### config.mk
export PLATFORM = sky130hd
export DESIGN_NAME = mul_div_unit
export DESIGN_NICKNAME = d
export VERILOG_FILES = /design/src/rtl/mul_div_unit.sv
export SDC_FILE = /design/constraint.sdc
export NUM_CORES = 1
export LEC_CHECK = 0
export CAP_MARGIN = 20
export CORE_MARGIN = 1
export CORE_UTILIZATION = 50
export DETAILED_ROUTE_END_ITERATION = 10
export DONT_BUFFER_PORTS = 1
export GPL_TIMING_DRIVEN = 0
export PLACE_DENSITY = 0.73
export RECOVER_POWER = 100
export SYNTH_ARGS = -nofsm -noshare
export SYNTH_HDL_FRONTEND = slang
export SYNTH_SLANG_ARGS = --single-unit
### constraint.sdc
create_clock -name clk -period 16 [get_ports clk]
set_input_delay 4.8 -clock clk [delete_from_list [all_inputs] [get_ports clk]]
set_output_delay 4.8 -clock clk [all_outputs]
set_load 0.03 [all_outputs]
### src/rtl/mul_div_unit.sv
// Iterative 32-bit multiply/divide unit: one radix-2 step per cycle, 33-cycle latency.
// Signed MULT/DIV are enabled by defining MUL_DIV_SIGNED_EN; otherwise every op is unsigned.
module mul_div_unit (
    input  logic        clk,
    input  logic        reset,
    input  logic        start,
    input  logic [1:0]  op,
    input  logic [31:0] a,
    input  logic [31:0] b,
    output logic        busy,
    output logic        done,
    output logic [31:0] hi,
    output logic [31:0] lo,
    output logic [1:0]  dbg_state_o
);

    typedef enum logic [1:0] {
        S_IDLE = 2'd0,
        S_CALC = 2'd1,
        S_FIX  = 2'd2
    } state_t;

    state_t      state_q, state_d;
    logic [4:0]  cnt_q, cnt_d;
    logic        is_div_q, is_div_d;
    logic        div0_q, div0_d;
    logic [31:0] mcand_q, mcand_d;
    logic [31:0] acc_hi_q, acc_hi_d;
    logic [31:0] acc_lo_q, acc_lo_d;
    logic [31:0] hi_q, hi_d;
    logic [31:0] lo_q, lo_d;
    logic        done_q, done_d;

    logic [31:0] a_mag, b_mag;
    logic [32:0] mul_sum;
    logic [32:0] div_shift;
    logic [32:0] div_diff;
    logic        div_ge;
    logic [31:0] res_hi, res_lo;

`ifdef MUL_DIV_SIGNED_EN
    logic        neg_res_q, neg_res_d;
    logic        neg_rem_q, neg_rem_d;
    logic        sa, sb;
    logic [63:0] prod_neg;
`else
    logic        unused_op0;
    assign unused_op0 = op[0];
`endif

    always_comb begin
        state_d   = state_q;
        cnt_d     = cnt_q;
        is_div_d  = is_div_q;
        div0_d    = div0_q;
        mcand_d   = mcand_q;
        acc_hi_d  = acc_hi_q;
        acc_lo_d  = acc_lo_q;
        hi_d      = hi_q;
        lo_d      = lo_q;
        done_d    = 1'b0;
        mul_sum   = {1'b0, acc_hi_q} + {1'b0, mcand_q};
        div_shift = {acc_hi_q, acc_lo_q[31]};
        div_ge    = (div_shift >= {1'b0, mcand_q});
        div_diff  = div_shift - {1'b0, mcand_q};
        res_hi    = acc_hi_q;
        res_lo    = acc_lo_q;
`ifdef MUL_DIV_SIGNED_EN
        neg_res_d = neg_res_q;
        neg_rem_d = neg_rem_q;
        sa        = op[0] & a[31];
        sb        = op[0] & b[31];
        a_mag     = sa ? (~a + 32'd1) : a;
        b_mag     = sb ? (~b + 32'd1) : b;
        prod_neg  = ~{acc_hi_q, acc_lo_q} + 64'd1;
`else
        a_mag     = a;
        b_mag     = b;
`endif

        case (state_q)
            S_IDLE: begin
                if (start) begin
                    state_d  = S_CALC;
                    cnt_d    = 5'd0;
                    is_div_d = op[1];
                    div0_d   = (b == 32'd0);
                    mcand_d  = b_mag;
                    acc_hi_d = 32'd0;
                    acc_lo_d = a_mag;
`ifdef MUL_DIV_SIGNED_EN
                    neg_res_d = sa ^ sb;
                    neg_rem_d = sa;
`endif
                end
            end
            S_CALC: begin
                // Divide: acc_hi is the partial remainder, acc_lo shifts dividend out / quotient in.
                if (is_div_q) begin
                    if (div_ge) begin
                        acc_hi_d = div_diff[31:0];
                        acc_lo_d = {acc_lo_q[30:0], 1'b1};
                    end else begin
                        acc_hi_d = div_shift[31:0];
                        acc_lo_d = {acc_lo_q[30:0], 1'b0};
                    end
                end else begin
                    if (acc_lo_q[0]) begin
                        {acc_hi_d, acc_lo_d} = {mul_sum, acc_lo_q[31:1]};
                    end else begin
                        {acc_hi_d, acc_lo_d} = {1'b0, acc_hi_q, acc_lo_q[31:1]};
                    end
                end
                cnt_d = cnt_q + 5'd1;
                if (cnt_q == 5'd31) begin
                    state_d = S_FIX;
                end
            end
            S_FIX: begin
`ifdef MUL_DIV_SIGNED_EN
                if (is_div_q) begin
                    res_lo = neg_res_q ? (~acc_lo_q + 32'd1) : acc_lo_q;
                    res_hi = neg_rem_q ? (~acc_hi_q + 32'd1) : acc_hi_q;
                end else if (neg_res_q) begin
                    {res_hi, res_lo} = prod_neg;
                end
`endif
                // The remainder already equals the dividend here; only the quotient needs forcing.
                if (is_div_q && div0_q) begin
                    res_lo = 32'hFFFF_FFFF;
                end
                hi_d    = res_hi;
                lo_d    = res_lo;
                done_d  = 1'b1;
                state_d = S_IDLE;
            end
            default: state_d = S_IDLE;
        endcase
    end

    always_ff @(posedge clk or posedge reset) begin
        if (reset) begin
            state_q  <= S_IDLE;
            cnt_q    <= 5'd0;
            is_div_q <= 1'b0;
            div0_q   <= 1'b0;
            mcand_q  <= 32'd0;
            acc_hi_q <= 32'd0;
            acc_lo_q <= 32'd0;
            hi_q     <= 32'd0;
            lo_q     <= 32'd0;
            done_q   <= 1'b0;
`ifdef MUL_DIV_SIGNED_EN
            neg_res_q <= 1'b0;
            neg_rem_q <= 1'b0;
`endif
        end else begin
            state_q  <= state_d;
            cnt_q    <= cnt_d;
            is_div_q <= is_div_d;
            div0_q   <= div0_d;
            mcand_q  <= mcand_d;
            acc_hi_q <= acc_hi_d;
            acc_lo_q <= acc_lo_d;
            hi_q     <= hi_d;
            lo_q     <= lo_d;
            done_q   <= done_d;
`ifdef MUL_DIV_SIGNED_EN
            neg_res_q <= neg_res_d;
            neg_rem_q <= neg_rem_d;
`endif
        end
    end

    assign busy        = (state_q != S_IDLE);
    assign done        = done_q;
    assign hi          = hi_q;
    assign lo          = lo_q;
    assign dbg_state_o = state_q;

endmodule
# After elaboration in Yosys (flattened, before gate mapping)
# Cells that the tools add are included.
[totals]
ff_bits = 170
word_cells = 44
[op_classes]
n_addsub = 3
magnitude_cmp = 1
eq_ne = 5
muxes = 17
reduce_logical = 8
[op_table]
columns = ["op", "n"]
rows = [
  ["two-way mux 32 bit", 8],
  ["case mux 32 bit (2 select lines)", 2],
  ["adder 32 x 32 -> 33 bit", 1],
  [">= comparator 33 x 32 -> 1 bit", 1],
  ["zero test 32 bit", 1],
  ["subtractor 32 bit", 1],
  ["case mux 5 bit (2 select lines)", 1],
  ["AND reduction 2 bit", 3],
  ["adder 5 x 1 -> 5 bit (second input constant)", 1],
  ["equality test 5 bit (second input constant)", 1],
  ["two-way mux 5 bit", 1],
  ["two-way mux 2 bit", 2],
  ["!= test 2 bit (second input constant)", 2],
  ["case mux 2 bit (2 select lines)", 1],
  ["nonzero test 2 bit", 2],
  ["equality test 2 x 1 -> 1 bit (second input constant)", 1],
  ["equality test 2 bit (second input constant)", 1],
  ["zero test 2 bit", 1],
  ["two-way mux 1 bit", 2],
  ["logical AND 1 bit", 1],
]

# Longest topological paths before layout
# Gate-level depths: netlist of the first run.
[logic_depth]
depth_word = 4
mapped_depth = 13

# Worst setup path after synthesis of the first run
# No wires, ideal clock.
[synth_path]
kind = "input to register"
from = "input port start"
to = "register acc_hi_q[27]"
setup_ns = 0.086
arrival_ns = 5.819
t_required_ns = 15.914
setup_slack_ns = 10.095
cell_stages = 8
cell_sequence = "and2_1 nor2_1 nand2_1 nand2_1 nor2_1 nand2_1 mux2i_1 nor3_1"
[synth_between]
elab_chain_len = 2
[synth_rtl]
columns = ["item", "line_no", "source"]
rows = [
  ["from (decl)", "6", "input logic start,"],
  ["!= test 2 bit (no source line)", "n/a", ""],
  ["AND reduction 2 bit (no source line)", "n/a", ""],
  ["to (signal assigned)", "163", "acc_hi_q <= acc_hi_d;"],
  ["to (decl)", "28", "logic [31:0] acc_hi_q, acc_hi_d;"],
]
# No other way between the ends.
# A chain may end at the register's enable or synchronous reset.

==> impl_metrics.py, run 1 <==
metrics = {
    "synth": {
        "syn-instance-count": 1301,
        "syn_area_um2": 11500,
        "synth_edf_count": 0,
        "synth-async-reset-ratio": 1.00,
        "synth_top_area_frac": 0.371,
        "ys_types": 69,
        "ys_ff_latch": 170,
        "yosysWarnings": 0,
        "ys_dominant_reg_cell": "dfrtp_1",
        "yosys.area.top_type": "dfrtp_1",
        "postSynthNetCount": 1438,
        "synth_area_leaders": "dfrtp_1 37%, ha_1 7.2%, nand2_1 6.1%",
        "synth.avg_cell_area_um2": 8.81,
        "synth-seq-area-share": 0.371,
    },
    "global_routing": {
        "grt_util_all_layers": 0.323,
        "grt_pass1_vias": 10300,
        "grt_max_degree": 91,
        "antenna_found_initial": 1,
        "grt_pass1_wl_um": 58600,
        "grt_overflow": 0,
    },
    "timing": {
        "tightestPinTransition_ns": 3.76,
        "finalSetupViolCount": 0,
        "setup_slack_ns": 8.97,
        "slew-limit-headroom": -1.52,
        "period_needed_ns": 7.03,
        "fmax_mhz": 142,
        "fin_crit_sh": 0.439,
        "setup_tns_ns": 0,
        "finalClockSkew_ns": 0.0118,
        "finalHoldViolCount": 0,
        "rsz0062_at_grt": "no",
        "slew_violations": 81,
    },
    "flow_run": {
        "drv_cap": 1,
    },
    "final_layout": {
        "diodes": 0,
        "instances_no_fill": 1619,
        "fin_util": 0.553,
        "drive_above_1_share": 0.0697,
        "final_nets": 1458,
        "area_growth_pct": 8.81,
    },
    "detailed_routing": {
        "drt_iter0_drc": 1009,
        "routedWlPerCell_um": 23.2,
        "drt-pass1-iter-count": 7,
        "ant_nets": 0,
        "finalWirelength_um": 37600,
        "drc": 0,
        "vias_per_cell": 6.54,
        "vias": 10600,
    },
    "clocking": {
        "cts.sinks": 170,
        "cts_root_buf": "clkbuf_16",
        "numCtsBuffers": 17,
        "post_cts_buffers": 0,
        "clock_latency_ns": 0.45,
        "clk_pin_slew_ns": 0.08,
        "cts_resized": 0,
        "htree_levels": 4,
        "cts_tree": "yes",
        "clockBufferDepth": 2,
        "postCtsHoldBufs": 0,
    },
    "worst_setup_path": {
        "worst-path-buf-inv": 1,
        "end_kind": "asynchronous set/reset pin",
        "crit_start": "reset",
        "slowest_stage": "clkinvlp_2",
        "critical_path_required_ns": 15.93,
        "start_kind": "primary input",
        "r2r_slack_ns": 12.23,
        "worstPathArrival_ns": 6.95,
        "crit_family": "buffers and inverters",
        "regToRegStartpoint": "acc_hi_q[0]",
        "max_stage_delay_ns": 2.06,
        "path_cells": "clkinvlp_2",
        "worst-path-max-fanout": 81,
        "path_class": "primary input to asynchronous set/reset pin",
    },
    "die": {
        "die_y_um": 153,
        "ios": 137,
        "dieArea_um2": 23500,
        "core_area_um2": 22600,
        "die_w_um": 153,
        "rows": 55,
        "initial_utilization": 0.508,
    },
    "placed_design": {
        "routabilityCongestion": 1.01,
        "dp_hpwl_um": 27100,
        "pre_cts_ws_ns": 9.27,
        "numPortBuffers": 0,
        "dp.cells": 1587,
    },
    "worst_hold_path": {
        "hold_class": "flip-flop to flip-flop",
        "worstHoldStart": "cnt_q[3]",
    },
    "status": {
        "status": "finished with violations",
        "violations": "max-capacitance violations, max-slew violations",
    },
}
==> through the flow <==
| stage | instance area [um^2] | hold WS, ns |
|---|---|---|
| floorplan | 11500 | 0.449 |
| finish | 12500 | 0.510 |
| detailed placement | 11900 | 0.485 |
| CTS | 12500 | 0.500 |
| global placement | 11800 | 0.469 |
| global route | 12500 | 0.519 |
==> synth_stat cells, drive strengths merged (5+ instances only) <==
master  number
o21a        13
buf         10
mux2i       25
o211ai      10
nand2      186
nor2b       33
inv         49
nand2b       9
o22a        32
xnor2       28
ha          66
dfrtp      170
nand3       25
a211oi      49
xor2        18
o21ai       94
nor3        11
a21oi       85
a22o         6
o31ai       11
a221oi       5
and3         9
a21o        37
clkbuf      73
and2        15
nor4        10
nand4       21
mux2        37
nor2        51
o221ai      12
o21bai       7
a31oi       36
==> routing by layer <==
| metal | part of all wire | global-route usage |
|---|---|---|
| met1 | 0.43 | 0.436 |
| met2 | 0.44 | 0.492 |
| met3 | 0.093 | 0.0740 |
| met4 | 0.041 | 0.153 |
| met5 | 0.00096 | 0 |
==> worst reg2reg max path, stage by stage, from the launching register on <==
cell and delay [ns]:
dfrtp_1 0.48, ha_1 0.29, inv_1 0.08, fa_1 0.38
nor2b_1 0.24, o31ai_1 0.17, a21oi_1 0.34, a41o_1 0.29
o21ba_2 0.21, a211oi_1 0.16, or4_1 0.57, a211oi_1 0.35
nor3_1 0.09
==> cells in the final DEF (no fill, tap or decap), drive strengths merged, types with 28 or more instances in the layout <==
cell type  netlist  layout
clkbuf          73      91
mux2            37      37
a21oi           85      85
a21o            37      37
o21ai           94      94
nand2          186     186
a211oi          49      49
xnor2           28      28
inv             49      54
dfrtp          170     170
a31oi           36      36
nor2b           33      33
ha              66      66
o22a            32      32
nor2            51      51
==> logic make-up after synthesis <==
family	Yosys count	share of synthesized area
simple gates	388	0.160
flops	170	0.371
fa+ha+maj	68	0.0755
compound gates	435	0.256
xor+xnor	46	0.0351
mux	62	0.0582
buf+inv	132	0.0444
==> flip-flops by register name, summed over array words and instances (netlist names) <==
signal	count
cnt_q	5
acc_hi_q	32
done	1
div0_q	1
acc_lo_q	32
dbg_state_o	2
lo	32
is_div_q	1
hi	32
mcand_q	32
==> final timing paths <==
path                                end  cells after the start
setup / recovery           acc_hi_q[13]                      1
hold / removal                 cnt_q[3]                      1
setup reg to reg           acc_hi_q[27]                     12
hold reg to reg                cnt_q[3]                      1
max in group clk               cnt_q[2]                      5
min in group asynchronous        lo[21]                      1
==> final cells by class <==
class	instances	area (um^2)
fillers	2030	10100
multi-input cells	999	6700
flip-flops and latches	170	4250
clock buffers	17	425
well taps	285	357
plain buffers	83	325
clock inverters	15	199
inverters	49	185
repair buffers	1	27.5
Power of run 1 is left out: the tool's default activity adds up to more than one toggle a clock period on the data nets, which glitch-free logic cannot reach.
==> run 2: changes to the inputs <==
- clock period: 16 -> 6.7 ns (I/O delays scaled with it)
==> run 2 against run 1 <==
Against the previous run: the flow still finishes with violations (max-capacitance violations, max-slew violations); register-to-register slack worse by 10 ns; final area is 0.29% lower; clock skew is 0.0013 ns lower; utilization is 0.16 points lower; first-iteration DRC count is 3.0% higher; non-clock buffer count stayed put; routed wire length is 0.16% lower; global-route usage hardly changed; sequential share of layout area is 0.099 points higher; hold slack better by 0.0028 ns; sequential cell count stayed put.
==> impl_metrics.py, run 2 (same netlist as run 1, synthesis figures left out) <==
metrics = {
    "clocking": {
        "cts_root_buf": "clkbuf_16",
        "postCtsHoldBufs": 0,
        "htree_levels": 4,
        "clockBufferDepth": 2,
        "clk_pin_slew_ns": 0.08,
        "cts.sinks": 170,
        "post_cts_buffers": 0,
        "cts_tree": "yes",
        "cts_resized": 0,
        "numCtsBuffers": 17,
        "clock_latency_ns": 0.45,
    },
    "worst_setup_path": {
        "reg2reg_to": "acc_hi_q[30]",
        "path_class": "flip-flop to flip-flop",
        "ff2ff_path_depth": 11,
        "regToRegStartpoint": "acc_hi_q[18]",
        "r2r_slack_ns": 2.05,
        "end_kind": "flip-flop",
        "worst-path-max-fanout": 10,
        "start_kind": "flip-flop",
        "worstPathArrival_ns": 4.98,
        "critical_path_required_ns": 7.02,
    },
    "final_layout": {
        "final_nets": 1458,
        "instances_no_fill": 1619,
        "stdcell_area_um2": 12400,
        "multi_input_area_um2": 6680,
        "nFillCells": 2036,
        "fin_util": 0.551,
        "drive_above_1_share": 0.0645,
        "diodes": 0,
        "mostFrequentLayoutCells": "186 x nand2_1, 170 x dfrtp_1, 92 x o21ai_0",
        "seqCellArea_um2": 4250,
        "layout_commonest_cell": "nand2_1",
        "area_growth_pct": 8.49,
    },
    "global_routing": {
        "grt_pass1_wl_um": 58600,
        "grt_pass1_vias": 10300,
        "grt_util_all_layers": 0.323,
        "antenna_found_initial": 1,
        "grt_overflow": 0,
        "grt_max_degree": 91,
    },
    "die": {
        "core_area_um2": 22600,
        "ios": 137,
        "dieArea_um2": 23500,
        "die_w_um": 153,
        "initial_utilization": 0.508,
        "die_y_um": 153,
        "rows": 55,
    },
    "detailed_routing": {
        "vias_per_cell": 6.54,
        "vias": 10600,
        "routedWlPerCell_um": 23.2,
        "drt_iter0_drc": 1039,
        "ant_nets": 0,
        "drt-pass1-iter-count": 6,
        "finalWirelength_um": 37500,
        "drc": 0,
    },
    "timing": {
        "finalSetupViolCount": 0,
        "fmax_mhz": 215,
        "period_needed_ns": 4.65,
        "slew-limit-headroom": -1.56,
        "fin_crit_sh": 0.694,
        "tightestPinTransition_ns": 3.82,
        "finalHoldViolCount": 0,
        "slew_violations": 81,
        "setup_slack_ns": 2.05,
        "finalClockSkew_ns": 0.0105,
        "rsz0062_at_grt": "no",
    },
    "placed_design": {
        "routabilityCongestion": 1.01,
        "numPortBuffers": 0,
        "dp.cells": 1587,
        "dp_hpwl_um": 27100,
        "pre_cts_ws_ns": 2.76,
        "dpl_cell_area_um2": 11900,
    },
    "worst_hold_path": {
        "hold_class": "flip-flop to flip-flop",
        "whs_path_depth": 1,
        "worstHoldStart": "cnt_q[3]",
        "min_to": "cnt_q[3]",
    },
    "status": {
        "violations": "max-capacitance violations, max-slew violations",
        "status": "finished with violations",
    },
    "flow_run": {
        "drv_cap": 1,
    },
}
-- run 2: layer usage --
| metal | vias to the layer above | share of wire | GRT usage | wire length (um) |
|---|---|---|---|---|
| met5 | - | 0 | 0 | 0 |
| met4 | 0 | 0.044 | 0.152 | 1640 |
| met3 | 112 | 0.10 | 0.0740 | 3890 |
| met2 | 561 | 0.43 | 0.492 | 16300 |
| met1 | 5104 | 0.42 | 0.436 | 15700 |
| li1 | 4812 | - | - | - |
-- run 2: stage by stage --
step                hold WS (ns)  TNS [ns]
floorplan                  0.449         0
global placement           0.469   -327.97
detailed placement         0.485         0
CTS                        0.500         0
global route               0.519         0
finish                     0.513         0
-- run 2: final cells by class --
class,count,share of cell area
Clock inverter,15,0.0160
Tap cell,285,0.0287
Inverter,49,0.0149
Buffer,83,0.0253
Multi-Input combinational cell,999,0.537
Clock buffer,17,0.0342
Sequential cell,170,0.342
Timing Repair Buffer,1,0.00221
-- run 2: worst max path at each step --
stage | from | slack [ns] | end | cells after the start
detailed placement | start | 2.76 | cnt_q[2] | 5
finish | acc_hi_q[18] | 2.05 | acc_hi_q[30] | 11
CTS | acc_hi_q[0] | 2.97 | acc_hi_q[27] | 12
floorplan | reset | 0.09 | acc_hi_q[0] | 1
global placement | reset | -1.95 | acc_hi_q[12] | 1
global route | reset | 1.78 | mcand_q[13] | 1
-- run 2: worst max-delay path, stage by stage, from the launching register on --
cell,delay [ns]
dfrtp_1,0.49
ha_1,0.44
nand2_1,0.16
or3_1,0.46
nor3_2,0.27
a211o_1,0.17
a21oi_1,0.08
nor2_1,0.73
clkbuf_1,0.73
nand2_1,0.53
o221ai_1,0.33
o21ai_0,0.13
Power of run 2 is left out for the same reason.
